--- config.mk ---
export PLATFORM = sky130hd
export DESIGN_NAME = logicnets_input_quantizer_flat
export DESIGN_NICKNAME = d
export VERILOG_FILES = /design/src/rtl/logicnets_input_quantizer_if.sv /design/src/rtl/logicnets_input_quantizer.sv /design/src/flat_wrapper.sv
export SDC_FILE = /design/constraint.sdc
export NUM_CORES = 1
export LEC_CHECK = 0
export CORE_ASPECT_RATIO = 1.4
export CORE_MARGIN = 2
export CORE_UTILIZATION = 45
export DETAILED_ROUTE_END_ITERATION = 10
export PLACE_DENSITY = 0.82
export SYNTH_ARGS = -nofsm -noshare
export SYNTH_HDL_FRONTEND = slang
export SYNTH_SLANG_ARGS = --single-unit
--- constraint.sdc ---
create_clock -name clk -period 5.66 [get_ports clk]
set_input_delay 0.566 -clock clk [delete_from_list [all_inputs] [get_ports clk]]
set_output_delay 0.566 -clock clk [all_outputs]
set_load 0.005 [all_outputs]
--- src/rtl/logicnets_input_quantizer_if.sv ---
// Single-beat valid/ready stream used on both sides of the input quantizer.
// The master drives valid/data/last; the slave drives ready.
interface logicnets_input_quantizer_if #(
   parameter int W = 16
) ();
   logic         valid;
   logic         ready;
   logic [W-1:0] data;
   logic         last;

   modport master (output valid, output data, output last, input ready);
   modport slave  (input valid, input data, input last, output ready);
endinterface

--- src/rtl/logicnets_input_quantizer.sv ---
// Quantizes signed readout features to BITS-wide codes and packs NUM_FEAT of them
// into one double-buffered frame for the layer-0 LUTs.
//
// state   | meaning
// COLLECT | assembling features of the current shot into the assembly register
// DRAIN   | frame overran NUM_FEAT beats; discard beats up to and including s_last
module logicnets_input_quantizer #(
   parameter int NUM_FEAT = 8,
   parameter int IN_W     = 16,
   parameter int BITS     = 2,
   parameter int OFFSET   = 0,
   parameter int SHIFT    = 8
) (
   input  logic                        clk,
   input  logic                        rst,
   logicnets_input_quantizer_if.slave  s,
   logicnets_input_quantizer_if.master m,
   output logic                        err_pulse
);
   localparam int FW = NUM_FEAT * BITS;
   localparam int IW = (NUM_FEAT > 1) ? $clog2(NUM_FEAT) : 1;
   localparam logic [IW-1:0]          LAST_IDX = IW'(NUM_FEAT - 1);
   localparam logic signed [IN_W:0]   OFF_EXT  = (IN_W + 1)'(OFFSET);
   localparam logic signed [IN_W:0]   CODE_MAX = (IN_W + 1)'((1 << BITS) - 1);

   typedef enum logic {COLLECT, DRAIN} state_t;

   state_t            state;
   logic [IW-1:0]     idx;
   logic [FW-1:0]     asm_data;
   logic              asm_full;
   logic [FW-1:0]     out_data;
   logic              out_valid;

   logic signed [IN_W:0] d;
   logic signed [IN_W:0] q;
   logic [BITS-1:0]      code;
   logic [FW-1:0]        asm_next;
   logic                 accept;
   logic                 consume;

   always_comb begin
      d = $signed({s.data[IN_W-1], s.data}) - OFF_EXT;
      q = d >>> SHIFT;
      if (q < 0)
         code = '0;
      else if (q > CODE_MAX)
         code = CODE_MAX[BITS-1:0];
      else
         code = q[BITS-1:0];
      asm_next = asm_data;
      asm_next[idx*BITS +: BITS] = code;
   end

   assign accept  = s.valid && !asm_full;
   assign consume = out_valid && m.ready;

   assign s.ready = !asm_full;
   assign m.valid = out_valid;
   assign m.data  = out_data;
   assign m.last  = 1'b1;

   always_ff @(posedge clk) begin
      if (rst) begin
         state     <= COLLECT;
         idx       <= '0;
         asm_data  <= '0;
         asm_full  <= 1'b0;
         out_data  <= '0;
         out_valid <= 1'b0;
         err_pulse <= 1'b0;
      end else begin
         err_pulse <= 1'b0;

         if (consume) begin
            if (asm_full) begin
               out_data <= asm_data;
               asm_full <= 1'b0;
            end else begin
               out_valid <= 1'b0;
            end
         end

         // accept implies the assembly register is empty, so a completed frame
         // never collides with the asm->out transfer above
         if (accept) begin
            case (state)
               COLLECT: begin
                  if (idx == LAST_IDX) begin
                     idx <= '0;
                     if (s.last) begin
                        if (!out_valid || consume) begin
                           out_data  <= asm_next;
                           out_valid <= 1'b1;
                        end else begin
                           asm_data <= asm_next;
                           asm_full <= 1'b1;
                        end
                     end else begin
                        state <= DRAIN;
                     end
                  end else if (s.last) begin
                     err_pulse <= 1'b1;
                     idx       <= '0;
                  end else begin
                     asm_data <= asm_next;
                     idx      <= idx + IW'(1);
                  end
               end
               DRAIN: begin
                  if (s.last) begin
                     err_pulse <= 1'b1;
                     idx       <= '0;
                     state     <= COLLECT;
                  end
               end
               default: state <= COLLECT;
            endcase
         end
      end
   end
endmodule

--- src/flat_wrapper.sv ---
// flat-port wrapper written by rule: the top's interface ports become plain ports
module logicnets_input_quantizer_flat 
#(
   parameter int NUM_FEAT = 8,
   parameter int IN_W     = 16,
   parameter int BITS     = 2,
   parameter int OFFSET   = 0,
   parameter int SHIFT    = 8
)
  (clk, rst, err_pulse, s_valid, s_data, s_last, s_ready, m_valid, m_data, m_last, m_ready);
  logicnets_input_quantizer_if #(.W(16)) s_i ();
  logicnets_input_quantizer_if #(.W(16)) m_i ();
  input  logic clk;
  input  logic rst;
  output logic err_pulse;
  input wire logic [$bits(s_i.valid)-1:0] s_valid;
  input wire logic [$bits(s_i.data)-1:0] s_data;
  input wire logic [$bits(s_i.last)-1:0] s_last;
  output wire logic [$bits(s_i.ready)-1:0] s_ready;
  output wire logic [$bits(m_i.valid)-1:0] m_valid;
  output wire logic [$bits(m_i.data)-1:0] m_data;
  output wire logic [$bits(m_i.last)-1:0] m_last;
  input wire logic [$bits(m_i.ready)-1:0] m_ready;
  assign s_i.valid = s_valid;
  assign s_i.data = s_data;
  assign s_i.last = s_last;
  assign s_ready = s_i.ready;
  assign m_valid = m_i.valid;
  assign m_data = m_i.data;
  assign m_last = m_i.last;
  assign m_i.ready = m_ready;
  logicnets_input_quantizer #(.NUM_FEAT(NUM_FEAT), .IN_W(IN_W), .BITS(BITS), .OFFSET(OFFSET), .SHIFT(SHIFT)) u_core (.clk(clk), .rst(rst), .s(s_i), .m(m_i), .err_pulse(err_pulse));
endmodule
=== Yosys cells after proc, flatten, opt, wreduce, memory -nomap -nowiden ===
Cells that the tools add are included.

* Add/subtract/negate cells: 2
* Shift-type cells: 2
* $lt $le $gt $ge: 2
* Reductions and logical operators: 8
* Mux-type cells: 37
* Bitwise gates (word level): 2
* Equal/unequal tests: 5

{| class="wikitable"
|+ Operators by type and width
! operator !! number
|-
| 2-to-1 mux 16 bit || 11
|-
| negation 4 -> 34 bit || 1
|-
| variable shift 2 x 34 -> 16 bit, first input constant || 1
|-
| variable part select 2 x 34 -> 16 bit || 1
|-
| 2-to-1 mux 1 bit || 17
|-
| bitwise mux 16 bit || 1
|-
| 2-to-1 mux 3 bit || 3
|-
| > comparator 8 x 3 -> 1 bit, second input constant || 1
|-
| less-than comparator 8 x 1 -> 1 bit, second input constant || 1
|-
| inequality test 2 bit, second input constant || 3
|-
| case mux 3 bit (2 select lines) || 1
|-
| AND reduction 5 bit || 1
|-
| 2-to-1 mux 2 bit || 2
|-
| case mux 1 bit (2 select lines) || 2
|-
| adder 3 x 1 -> 3 bit, second input constant || 1
|-
| == test 3 bit, second input constant || 1
|-
| logical AND 1 bit || 2
|-
| zero test 1 bit || 2
|-
| inequality test 2 x 1 -> 1 bit, second input constant || 1
|-
| inverter 1 bit || 2
|-
| AND reduction 2 bit || 1
|-
| OR reduction 2 bit || 1
|-
| logical OR 1 bit || 1
|}

* Flip-flop bits (word level): 39
* Word-level logic and storage cells: 65
* Output and inout port bits: 20

=== Depth between registers and ports, before layout ===
* Depth in word-level cells: 10
* Gate-level depth with buffers: 9

=== Worst setup path before layout ===
OpenSTA, ideal clock, no wires.

* Path type: register to register
* Start point: reg u_core.idx[0]
* End point: reg u_core.out_data[14], in the netlist u_core.m.data[14]
* Arrival time: 2.045 ns
* Library setup time: 0.087 ns
* Required time: 5.573 ns
* Buffers on the path: 1
* Cell stages (with the launch flop): 9
* Period minus slack after synthesis: 2.131 ns
* Setup slack: 3.529 ns
* Cell sequence: dfxtp_1 buf_6 inv_1 ha_1 ha_1 or4b_1 a21oi_2 nand3_1 a221oi_2

* Cells in the longest elaborated chain, start to end: 8

{| class="wikitable"
|+ Ends and longest elaborated chain
! item !! RTL line !! RTL
|-
| start: declaration || logicnets_input_quantizer.sv:29 || <nowiki>logic [IW-1:0] idx;</nowiki>
|-
| start signal: assignment || logicnets_input_quantizer.sv:107 || <nowiki>idx <= idx + IW'(1);</nowiki>
|-
| negation 4 -> 34 bit || logicnets_input_quantizer.sv:52 || <nowiki>asm_next[idx*BITS +: BITS] = code;</nowiki>
|-
| variable part select 2 x 34 -> 16 bit or variable shift 2 x 34 -> 16 bit (tied branches) || logicnets_input_quantizer.sv:52 ||
|-
| bitwise mux 16 bit || logicnets_input_quantizer.sv:52 ||
|-
| 2-to-1 mux 16 bit || logicnets_input_quantizer.sv:92 || <nowiki>if (!out_valid || consume) begin</nowiki>
|-
| 2-to-1 mux 16 bit || logicnets_input_quantizer.sv:91 || <nowiki>if (s.last) begin</nowiki>
|-
| 2-to-1 mux 16 bit (*) || logicnets_input_quantizer.sv:89 || <nowiki>if (idx == LAST_IDX) begin</nowiki>
|-
| 2-to-1 mux 16 bit (*) || logicnets_input_quantizer.sv:87 || <nowiki>case (state)</nowiki>
|-
| 2-to-1 mux 16 bit (*) || logicnets_input_quantizer.sv:86 || <nowiki>if (accept) begin</nowiki>
|-
| end signal: assignment || logicnets_input_quantizer.sv:77 || <nowiki>out_data <= asm_data;</nowiki>
|-
| end signal: assignment || logicnets_input_quantizer.sv:93 || <nowiki>out_data <= asm_next;</nowiki>
|-
| end: declaration || logicnets_input_quantizer.sv:32 || <nowiki>logic [FW-1:0] out_data;</nowiki>
|}

Mark *: on every way between the ends. The rest lies on a longest branch, timed or not.
A chain may end at the register's enable or synchronous reset.

=== Worst setup path after layout ===
* Start point: reg u_core.idx[0]
* End point: reg u_core.asm_data[12]

* Cells in the longest elaborated chain, start to end: 6

{| class="wikitable"
|+ Ends and longest elaborated chain
! item !! RTL line !! RTL
|-
| negation 4 -> 34 bit || logicnets_input_quantizer.sv:52 ||
|-
| variable part select 2 x 34 -> 16 bit or variable shift 2 x 34 -> 16 bit (tied branches) || logicnets_input_quantizer.sv:52 ||
|-
| bitwise mux 16 bit || logicnets_input_quantizer.sv:52 ||
|-
| 2-to-1 mux 16 bit || logicnets_input_quantizer.sv:92 ||
|-
| 2-to-1 mux 16 bit || logicnets_input_quantizer.sv:91 ||
|-
| 2-to-1 mux 16 bit || logicnets_input_quantizer.sv:89 ||
|-
| end signal: assignment || logicnets_input_quantizer.sv:96 || <nowiki>asm_data <= asm_next;</nowiki>
|-
| end signal: assignment || logicnets_input_quantizer.sv:106 || <nowiki>asm_data <= asm_next;</nowiki>
|-
| end: declaration || logicnets_input_quantizer.sv:30 || <nowiki>logic [FW-1:0] asm_data;</nowiki>
|}

Parallel ways exist; a longest one is shown, timed or not. The select of a mux whose other input is x is not followed.

==> summary.md <==
| Metric | Value |
|---|---|
| Post-CTS Hold Fix Bufs | 0 |
| Post-synth top cells | dfxtp_1, a21oi_1, mux2i_1 |
| Most used DFF post-synth | dfxtp_1 |
| Number of synthesized flops with an enable pin | 0 |
| Drt pass-1 iters | 4 |
| RSZ-0062 raised after global routing | false |
| PortBufs | 31 |
| CP endpoint kind | register |
| Setup crit start | u_core.idx[0]$_SDFFE_PP0P_ |
| Max Fclk | 0.386 GHz |
| Initial core utilization | 46.2% |
| CTS H-tree depth | 2 |
| Clock slew at reported path FFs | 0.08 ns |
| GRT Total Usage | 19.3% |
| Total gr overflow | 0 |
| First-pass GRT wire length | 8490 um |
| Pwr Total | 0.506 mW |
| Status | completed |
| Clock Skew | 0.00698 ns |
| Worst rel slew slack | 32.7% |
| Drc violations | 0 |
| Critical Path Most Common Cell | ha_1 |
| Startpoint types | register |
| Worst EP arrival | 2.77 ns |
| CTS Buffer Depth | 2 |
| Synth Register Bits | 39 |
| FP Rows | 30 |
| Postcts setup bufs | 0 |
| # resized after CTS | 0 |
| Mapped Area | 2220 um^2 |
| HP Class | register to register |
| Mapped Nets | 277 |
| Critical path class | register to register |
| Seq/Total Area, Yosys | 35.2% |
| Area grow syn2layout | 18.3% |
| Worst path required time | 5.84 ns |
| Die width | 63.4 um |
| Count leader, synth | dfxtp_1 |
| Leakage | 0.959 nW |
| CTS tree | built |
| Share of cells above drive strength 1 | 9.23% |
| Total clock sinks | 39 |
| Hold wc startpoint | u_core.asm_data[2]$_SDFFE_PP0P_ |
| Die Y-Extent | 87.1 um |
| Synth top area cells | dfxtp_1, mux2i_1, a21oi_1, ha_1, nand2b_1 |
| Mapped Cells | 247 |
| Total CTS buffers | 5 |
| Post-synthesis cell type count | 42 |
| Ys Warns | 0 |
| Slew @ Worst Pin | 1.01 ns |
| CP max-delay cell | a21oi_1 |
| Critical R2R Launch | u_core.idx[0]$_SDFFE_PP0P_ |
| Final period utilization | 45.8% |
| Crit path max fanout | 13 |
| IO Count | 41 |
| Post-layout net count | 300 |
| Die Area | 5520 um^2 |
| Avg Cell Area, Syn | 8.99 um^2 |
| Core area | 4800 um^2 |
| Routability Congestion | 0.803 |
| Vias | 1952 |
| Final max-slew violation count | 0 |
| Drt total wl | 4930 um |
| Clock root buffer | clkbuf_8 |
| Synth area leader | dfxtp_1 |
| # setup viols final | 0 |
| Starting DRT DRC Count | 71 |
| Via density per instance | 5.83 |
| Ys async rst share | 0% |
| PD cells | 193 nW/um^2 |
| Max-cap violations | 0 |
| Critical-path cell list | ha_1 -> ha_1 -> ha_1 -> nand4bb_1 -> a21oi_1 -> nand3_1 -> mux2i_1 |
| Worst vdd ir | 0.0930 mV |
| Clk_lat worst skew | 0.29 ns |
| Vias in the first global route | 1954 |
| Wirelength per Cell | 14.7 um |
| Crit-path max cell delay | 0.55 ns |
| Final count of hold timing violations | 0 |
| Largest net degree at the start of global routing | 46 |
| Final Critical Period | 2.59 ns |
| Detail Route Antenna Nets | 0 |
| Synth top area share | 35.2% |
| TNS Setup | 0 ns |
| Initial antenna violation count | 0 |
| # diodes | 0 |
| Placed wire-length estimate | 3510 um |
[worst paths after layout]
path,slack (ns),end,cells after the start
min reg2reg,0.49,u_core.asm_data[2]$_SDFFE_PP0P_,2
min,0.49,u_core.asm_data[2]$_SDFFE_PP0P_,2
max reg2reg,3.07,u_core.asm_data[12]$_SDFFE_PP0P_,7
max,3.07,u_core.asm_data[12]$_SDFFE_PP0P_,7
[cells by family (layout without fill, tap and decap cells)]
group | after synthesis | in the layout | share of synthesized area, %
and+or+nand+nor | 83 | 83 | 21.9
AOI/OAI and AO/OA | 72 | 72 | 24.2
DFF | 39 | 39 | 35.2
buffers and inverters | 24 | 48 | 4.90
muxes | 19 | 19 | 8.57
adders and majority gates | 9 | 9 | 5.07
other | 1 | 1 | 0.169
[critical path: cells and delay by family, from the launching register on]
| kind | cells | cell delay [ns] |
|---|---|---|
| multiplexers | 1 | 0.16 |
| AO/OA/AOI/OAI | 1 | 0.55 |
| flip-flops | 1 | 0.42 |
| AND/OR/NAND/NOR | 2 | 0.47 |
| adder cells (fa/ha/maj) | 3 | 0.88 |
[power breakdown]
part / leakage (nW) / internal (mW) / total [mW] / switching [mW]
Combinational: 0.596 / 0.0194 / 0.0458 / 0.0264
Clock: 0.0477 / 0.0843 / 0.181 / 0.0970
Sequential: 0.315 / 0.276 / 0.279 / 0.00286
[cell type report]
cell class / instances / area (um^2)
Clock buffer: 5 / 68.8
Clock inverter: 3 / 15.0
Fill cell: 469 / 2180
Inverter: 7 / 26.3
Multi-Input combinational cell: 184 / 1330
Sequential cell: 39 / 781
Tap cell: 64 / 80.1
Timing Repair Buffer: 33 / 325
[registers in the layout (all words and copies together), names as in the netlist]
signal and flops:
u_core.m.valid 1, u_core.idx 3, u_core.state 1, u_core.m.data 16
u_core.asm_full 1, u_core.err_pulse 1, u_core.asm_data 16
[cells in the final DEF (no fill, tap or decap), drive strengths merged, types with 2 or more instances in the layout]
cell            n
nor4            3
a22oi           2
ha              9
a21oi          28
o21ai          10
clkinv          3
o311ai          3
buf             2
mux2i          19
nand3          12
nand3b          3
a211oi          3
clkdlybuf4s50  31
clkbuf          5
nor4b           2
nand2          17
nor3            3
or4b            2
a311oi          5
a221oi         19
dfxtp          39
nand4bb         2
nand4           3
and3            2
nor2b           2
nand2b         18
nor2           10
inv             7
[layer usage]
layer / up-vias / global-route usage (%) / wire length, um
met4: 0 / 10.3 / 151
met2: 41 / 35.6 / 2650
met5: - / 0 / 0
li1: 978 / - / -
met1: 921 / 20.9 / 1940
met3: 12 / 3.36 / 176
[metrics by stage]
step / std cells / worst slack (ns) / utilization (%) / hold WS [ns] / cell area [um^2]
floorplan: 247 / 3.53 / - / 0.461 / 2220
global placement: 327 / 2.94 / 52.9 / 0.474 / 2540
detailed placement: 327 / 2.93 / 52.9 / 0.482 / 2540
CTS: 335 / 3.07 / 54.7 / 0.493 / 2630
global route: 335 / 2.79 / 54.7 / 0.507 / 2630
finish: 335 / 3.07 / 54.7 / 0.494 / 2630
(Power assumes the default switching activity.)
